--- config.mk ---
export PLATFORM = sky130hd
export DESIGN_NAME = axil_reg_bridge
export DESIGN_NICKNAME = d
export VERILOG_FILES = /design/src/rtl/axil_pkg.sv /design/src/rtl/axil_strb_merge.sv /design/src/rtl/axil_reg_bridge.sv
export SDC_FILE = /design/constraint.sdc
export NUM_CORES = 1
export LEC_CHECK = 0
export BUFFER_PORTS_ARGS = -buffer_cell sky130_fd_sc_hd__clkbuf_2
export CAP_MARGIN = 0
export CELL_PAD_IN_SITES_DETAIL_PLACEMENT = 1
export CELL_PAD_IN_SITES_GLOBAL_PLACEMENT = 2
export CORE_MARGIN = 5
export CORE_UTILIZATION = 30
export CTS_BUF_LIST = sky130_fd_sc_hd__clkbuf_2
export CTS_CLUSTER_SIZE = 24
export DETAILED_ROUTE_END_ITERATION = 16
export GPL_TIMING_DRIVEN = 0
export PLACE_DENSITY_LB_ADDON = 0.05
export SYNTH_ARGS = -nofsm -noshare
export SYNTH_HDL_FRONTEND = slang
export SYNTH_HIERARCHICAL = 1
export SYNTH_SLANG_ARGS = --single-unit
--- constraint.sdc ---
create_clock -name CLK -period 3 [get_ports CLK]
set_input_delay 0.15 -clock CLK [delete_from_list [all_inputs] [get_ports CLK]]
set_output_delay 0.15 -clock CLK [all_outputs]
set_load 0.005 [all_outputs]
--- src/rtl/axil_pkg.sv ---
// Shared AXI4-Lite response codes and FSM state encodings for the register bridge.
package axil_pkg;

  localparam logic [1:0] AXI_RESP_OKAY   = 2'b00;
  localparam logic [1:0] AXI_RESP_SLVERR = 2'b10;

  typedef enum logic [1:0] {
    W_IDLE   = 2'd0,
    W_UPDATE = 2'd1,
    W_RESP   = 2'd2
  } wr_state_t;

  typedef enum logic {
    R_IDLE = 1'b0,
    R_DATA = 1'b1
  } rd_state_t;

endpackage

--- src/rtl/axil_strb_merge.sv ---
// Byte-lane merge: each lane whose strobe bit is set takes the new data byte,
// every other lane keeps the old value byte.
module axil_strb_merge #(
  parameter int DATA_WIDTH = 32
) (
  input  logic [DATA_WIDTH-1:0]   old_value,
  input  logic [DATA_WIDTH-1:0]   new_data,
  input  logic [DATA_WIDTH/8-1:0] strb,
  output logic [DATA_WIDTH-1:0]   merged
);

  // Select each byte lane independently from new or old data.
  always_comb begin
    merged = old_value;
    for (int b = 0; b < DATA_WIDTH / 8; b++) begin
      if (strb[b]) merged[b*8 +: 8] = new_data[b*8 +: 8];
    end
  end

endmodule

--- src/rtl/axil_reg_bridge.sv ---
// AXI4-Lite slave fronting a bank of RW registers. Writes become a single-cycle
// one-hot REG_WEN pulse carrying a byte-merged value; reads return the selected
// REG_VALUE_OUT slice. Read and write paths are independent FSMs.
//
// Handshake rule on every channel: a transfer happens on the rising clock edge
// where VALID and READY are both high. A source holds VALID and its payload
// stable until that edge; here AWREADY/WREADY/ARREADY depend only on FSM state,
// and BVALID/RVALID with their payloads stay stable until BREADY/RREADY.
module axil_reg_bridge
  import axil_pkg::*;
#(
  parameter int DATA_WIDTH = 32,
  parameter int ADDR_WIDTH = 8,
  parameter int NUM_REGS   = 8
) (
  input  logic                           CLK,
  input  logic                           RSTN,
  input  logic [ADDR_WIDTH-1:0]          AWADDR,
  input  logic                           AWVALID,
  output logic                           AWREADY,
  input  logic [DATA_WIDTH-1:0]          WDATA,
  input  logic [DATA_WIDTH/8-1:0]        WSTRB,
  input  logic                           WVALID,
  output logic                           WREADY,
  output logic [1:0]                     BRESP,
  output logic                           BVALID,
  input  logic                           BREADY,
  input  logic [ADDR_WIDTH-1:0]          ARADDR,
  input  logic                           ARVALID,
  output logic                           ARREADY,
  output logic [DATA_WIDTH-1:0]          RDATA,
  output logic [1:0]                     RRESP,
  output logic                           RVALID,
  input  logic                           RREADY,
  output logic [NUM_REGS-1:0]            REG_WEN,
  output logic [DATA_WIDTH-1:0]          REG_VALUE_IN,
  input  logic [NUM_REGS*DATA_WIDTH-1:0] REG_VALUE_OUT,
  output wr_state_t                      dbg_wr_state,
  output rd_state_t                      dbg_rd_state
);

  localparam int STRB_W   = DATA_WIDTH / 8;
  localparam int ADDR_LSB = $clog2(STRB_W);
  localparam int IDX_W    = ADDR_WIDTH - ADDR_LSB;

  // Byte-offset address bits never select anything; they are ignored by design.
  logic unused_addr_bits;
  assign unused_addr_bits = ^{AWADDR[ADDR_LSB-1:0], ARADDR[ADDR_LSB-1:0]};

  // ---------------------------------------------------------------- write path
  wr_state_t             wr_state, wr_next;
  logic                  aw_got, w_got;
  logic                  aw_hs, w_hs;
  logic [IDX_W-1:0]      wr_idx;
  logic [DATA_WIDTH-1:0] w_data;
  logic [STRB_W-1:0]     w_strb;
  logic                  wr_in_range;
  logic [DATA_WIDTH-1:0] wr_old;
  logic [DATA_WIDTH-1:0] wr_merged;

  assign wr_in_range  = 32'(wr_idx) < 32'(NUM_REGS);
  assign dbg_wr_state = wr_state;

  // Current value of the register targeted by the captured write address.
  always_comb begin
    wr_old = '0;
    for (int i = 0; i < NUM_REGS; i++) begin
      if (32'(wr_idx) == i) wr_old = REG_VALUE_OUT[i*DATA_WIDTH +: DATA_WIDTH];
    end
  end

  axil_strb_merge #(
    .DATA_WIDTH (DATA_WIDTH)
  ) u_strb_merge (
    .old_value (wr_old),
    .new_data  (w_data),
    .strb      (w_strb),
    .merged    (wr_merged)
  );

  // Write FSM state register.
  always_ff @(posedge CLK or negedge RSTN) begin
    if (!RSTN) wr_state <= W_IDLE;
    else       wr_state <= wr_next;
  end

  // Write FSM next state and outputs; AW and W are captured independently in idle.
  always_comb begin
    wr_next      = wr_state;
    AWREADY      = 1'b0;
    WREADY       = 1'b0;
    aw_hs        = 1'b0;
    w_hs         = 1'b0;
    BVALID       = 1'b0;
    BRESP        = AXI_RESP_OKAY;
    REG_WEN      = '0;
    REG_VALUE_IN = '0;
    case (wr_state)
      W_IDLE: begin
        AWREADY = !aw_got;
        WREADY  = !w_got;
        aw_hs   = AWVALID && !aw_got;
        w_hs    = WVALID && !w_got;
        if ((aw_got || aw_hs) && (w_got || w_hs)) wr_next = W_UPDATE;
      end
      W_UPDATE: begin
        if (wr_in_range) begin
          for (int i = 0; i < NUM_REGS; i++) REG_WEN[i] = (32'(wr_idx) == i);
          REG_VALUE_IN = wr_merged;
        end
        wr_next = W_RESP;
      end
      W_RESP: begin
        BVALID = 1'b1;
        BRESP  = wr_in_range ? AXI_RESP_OKAY : AXI_RESP_SLVERR;
        if (BREADY) wr_next = W_IDLE;
      end
      default: wr_next = W_IDLE;
    endcase
  end

  // Capture AW/W payloads; the index is held through the response for BRESP.
  always_ff @(posedge CLK or negedge RSTN) begin
    if (!RSTN) begin
      aw_got <= 1'b0;
      w_got  <= 1'b0;
      wr_idx <= '0;
      w_data <= '0;
      w_strb <= '0;
    end else begin
      if (aw_hs) begin
        wr_idx <= AWADDR[ADDR_WIDTH-1:ADDR_LSB];
        aw_got <= 1'b1;
      end
      if (w_hs) begin
        w_data <= WDATA;
        w_strb <= WSTRB;
        w_got  <= 1'b1;
      end
      if (wr_state == W_UPDATE) begin
        aw_got <= 1'b0;
        w_got  <= 1'b0;
      end
    end
  end

  // ----------------------------------------------------------------- read path
  rd_state_t             rd_state, rd_next;
  logic                  ar_hs;
  logic [IDX_W-1:0]      rd_idx;
  logic                  rd_in_range;
  logic [DATA_WIDTH-1:0] rd_sel;

  assign rd_idx       = ARADDR[ADDR_WIDTH-1:ADDR_LSB];
  assign rd_in_range  = 32'(rd_idx) < 32'(NUM_REGS);
  assign dbg_rd_state = rd_state;

  // Readback mux over the packed register values.
  always_comb begin
    rd_sel = '0;
    for (int i = 0; i < NUM_REGS; i++) begin
      if (32'(rd_idx) == i) rd_sel = REG_VALUE_OUT[i*DATA_WIDTH +: DATA_WIDTH];
    end
  end

  // Read FSM state register.
  always_ff @(posedge CLK or negedge RSTN) begin
    if (!RSTN) rd_state <= R_IDLE;
    else       rd_state <= rd_next;
  end

  // Read FSM next state and handshake outputs.
  always_comb begin
    rd_next = rd_state;
    ARREADY = 1'b0;
    RVALID  = 1'b0;
    ar_hs   = 1'b0;
    case (rd_state)
      R_IDLE: begin
        ARREADY = 1'b1;
        ar_hs   = ARVALID;
        if (ARVALID) rd_next = R_DATA;
      end
      R_DATA: begin
        RVALID = 1'b1;
        if (RREADY) rd_next = R_IDLE;
      end
      default: rd_next = R_IDLE;
    endcase
  end

  // Register read data and response at the AR handshake; held while RVALID waits.
  always_ff @(posedge CLK or negedge RSTN) begin
    if (!RSTN) begin
      RDATA <= '0;
      RRESP <= AXI_RESP_OKAY;
    end else if (ar_hs) begin
      RDATA <= rd_in_range ? rd_sel : '0;
      RRESP <= rd_in_range ? AXI_RESP_OKAY : AXI_RESP_SLVERR;
    end
  end

endmodule

==> impl_metrics.tcl <==
set metrics [dict create \
    syn_avg_cell_area_um2 9.60 \
    cp_max_fo 5 \
    worstSkewPairLatency_ns 0.67 \
    drcViolationCount 0 \
    drt_first_pass_iters 5 \
    antenna_found_initial 14 \
    grt_pass1_wl_um 71400 \
    gp_congestion 0.865 \
    max_freq_mhz 328 \
    setup_slack_ns -0.0521 \
    routed_wl_um 50900 \
    grt_pass1_vias 11058 \
    io_buffer_count 390 \
    syn_to_final_growth_pct 60.0 \
    final_util_pct 49.0 \
    ir_drop_mv 0.387 \
    cap_viol_max_count 0 \
    clockPowerShare_pct 7.7 \
    overflow 0 \
    syn_area_um2 8270 \
    ctsRootBufferMaster "clkbuf_2" \
    setup_violations 10 \
    final_cells 1781 \
    coreArea_um2 27000 \
    slowest_delay_ns 0.49 \
    initial_core_util_pct 30.6 \
    cts_max_level 3 \
    ys_async_sr_fraction_pct 100 \
    vias_per_cell 5.71 \
    required_ns 2.85 \
    critPathLaunchType "flop" \
    power_switching_mw 4.03 \
    avgRoutedWirePerCell_um 28.6 \
    crit_chain "or3_4 -> nor4_4 -> buf_6 -> a22oi_2 -> a21oi_2 -> mux2_4 -> and3_1 -> clkbuf_2" \
    dieArea_um2 31000 \
    period_share_pct 102 \
    hold_viol 0 \
    violations "setup timing" \
    cp_slowest_cell "dfrtp_1" \
    cp.arrival_ns 2.90 \
    power_mw 8.91 \
    die_h_um 176 \
    die_width_um 176 \
    cts_tree "built" \
    ys_seq_area_share_pct 24.2 \
    fp-row-count 60 \
    boundaryPins 399 \
    max_slew_margin_pct 31.8 \
    slew_violations 0 \
    via_count 10168 \
    ys_types 46 \
    grt_use_total_pct 31.0 \
    hp-class "input port to flop" \
    worst_pin_slew_ns 1.02 \
    ys.flop_type "dfrtp_1" \
    fin_tns_setup_ns -0.186 \
    drive_gt1_share_pct 51.7 \
    nets 1741 \
    rsz0062_at_grt "yes" \
    clock-sinks 80 \
    place_inst 1594 \
    yosys_warnings 6 \
    drtIter0Drc 619 \
    grt_max_degree 56 \
    cts_buffers 9 \
    crit_path_end_kind "output pin" \
    power.internal_mw 4.88 \
    period_minus_slack_ns 3.05 \
    switching_share_pct 45.3 \
    status "finished, violations left" \
    clkTransAtPathRegs_ns 0.33 \
    powerDensity_nw_per_um2 673 \
    dp_hpwl_um 37800 \
    postRouteAntennaNets 0 \
    seq_power_share_pct 18.5 \
    synth_seq_cells 80 \
    synthesis.instances 861 \
    synth-edff-count 0 \
    clockBufferDepth 2 \
    leakagePower_nw 6.06 \
    critical_path_class "flop to output pin" \
    fin_worst_skew_ns 0.0429 \
    combPwrFrac_pct 73.9 \
]
-- layout make-up --
type	count	area (um^2)
Multi-Input combinational cell	677	6190
Sequential cell	80	2000
Clock inverter	7	60.1
Antenna cell	9	22.5
Clock buffer	9	45.0
Timing Repair Buffer	554	3710
Tap cell	341	427
Buffer	99	753
Inverter	5	18.8
Fill cell	3165	13800
-- timing repair --
item | CTS | global route
endpoints found under the setup margin | 32 | 32
buffers inserted | 10 | 9
hold endpoints to repair | 159 | 0
cloned | 2 | 5
pin swaps | 10 | 10
hold buffers | 137 | 0
resized for setup | 122 | 76
-- synthesized netlist by cell type (all sizes together), types with 20 or more instances --
cell type,number,area [um^2]
a21oi,77,385
a221o,20,200
a221oi,27,236
a22oi,25,188
a2bb2oi,24,210
and3,36,225
buf,55,328
clkbuf,45,170
dfrtp,80,2000
mux2,125,1530
mux2i,62,621
mux4,39,878
nand2,42,158
nor2,47,184
nor3,30,155
nor4,22,174
o21ai,59,295
-- placed cells by master (no fill, tap or decap), drive strengths merged, types with 25 or more instances in the layout --
master       instances
buf                 91
and3                36
a221oi              27
mux4                39
clkbuf             435
dfrtp               80
nand2               42
nor3                30
a21oi               77
o21ai               59
dlygate4sd3        136
nor2                47
a22oi               25
mux2               125
mux2i               62
-- routing by layer --
metal  global-route usage [%]  up-vias  wire, um
met3                     9.68      128      4370
met5                        0        -        89
met1                     37.5     5039     20400
met2                     52.0      486     24300
met4                     11.6       14      1710
li1                         -     4501         -
-- stage by stage --
| stage | instance area (um^2) | worst slack, ns | hold slack [ns] |
|---|---|---|---|
| floorplan | 8270 | 0.873 | -0.146 |
| global placement | 10600 | -0.161 | 0.340 |
| detailed placement | 10700 | -0.273 | 0.154 |
| CTS | 12700 | -0.140 | 0.145 |
| global route | 13200 | -0.118 | 0.178 |
| finish | 13200 | -0.0521 | 0.187 |
-- kinds of logic after synthesis --
family	share of synthesized area, %
flops	24.2
mux	36.6
buf+inv	6.25
compound gates	19.8
simple gates	13.1
other cells	0.0454
-- worst max-delay path, delay by kind of cell, from the launching register on --
family	cells	cell delay, ns
AND/OR/NAND/NOR	3	0.91
flip-flops	1	0.49
buffers and inverters	2	0.33
AO/OA/AOI/OAI	2	0.31
multiplexers	1	0.19
-- final timing paths --
check / cells after the start / slack (ns) / start / endpoint
min in group asynchronous: 4 / 0.49 / RSTN / w_data[24]
min reg2reg: 2 / 0.55 / RRESP[1] / RRESP[1]
min: 3 / 0.19 / RREADY / dbg_rd_state
max in group asynchronous: 4 / 2.14 / RSTN / RDATA[17]
max: 8 / -0.05 / wr_idx[4] / REG_VALUE_IN[18]
max reg2reg: 7 / 0.29 / dbg_rd_state / RDATA[2]
-- state kept, by name, indices dropped and copies added, names as in the netlist --
name,flops
RDATA,32
w_data,32
wr_idx,6
w_strb,4
dbg_wr_state,2
RRESP,1
aw_got,1
dbg_rd_state,1
w_got,1
-- power by group through the flow --
stage               logic, mW  registers [mW]  clock network (mW)
floorplan                3.22            1.58                   0
global placement         4.85            1.62                   0
detailed placement       4.91            1.64                   0
CTS                      5.89            1.62               0.688
global route             6.87            1.68               0.728
finish                   6.58            1.64               0.683
(Power assumes the default switching activity.)
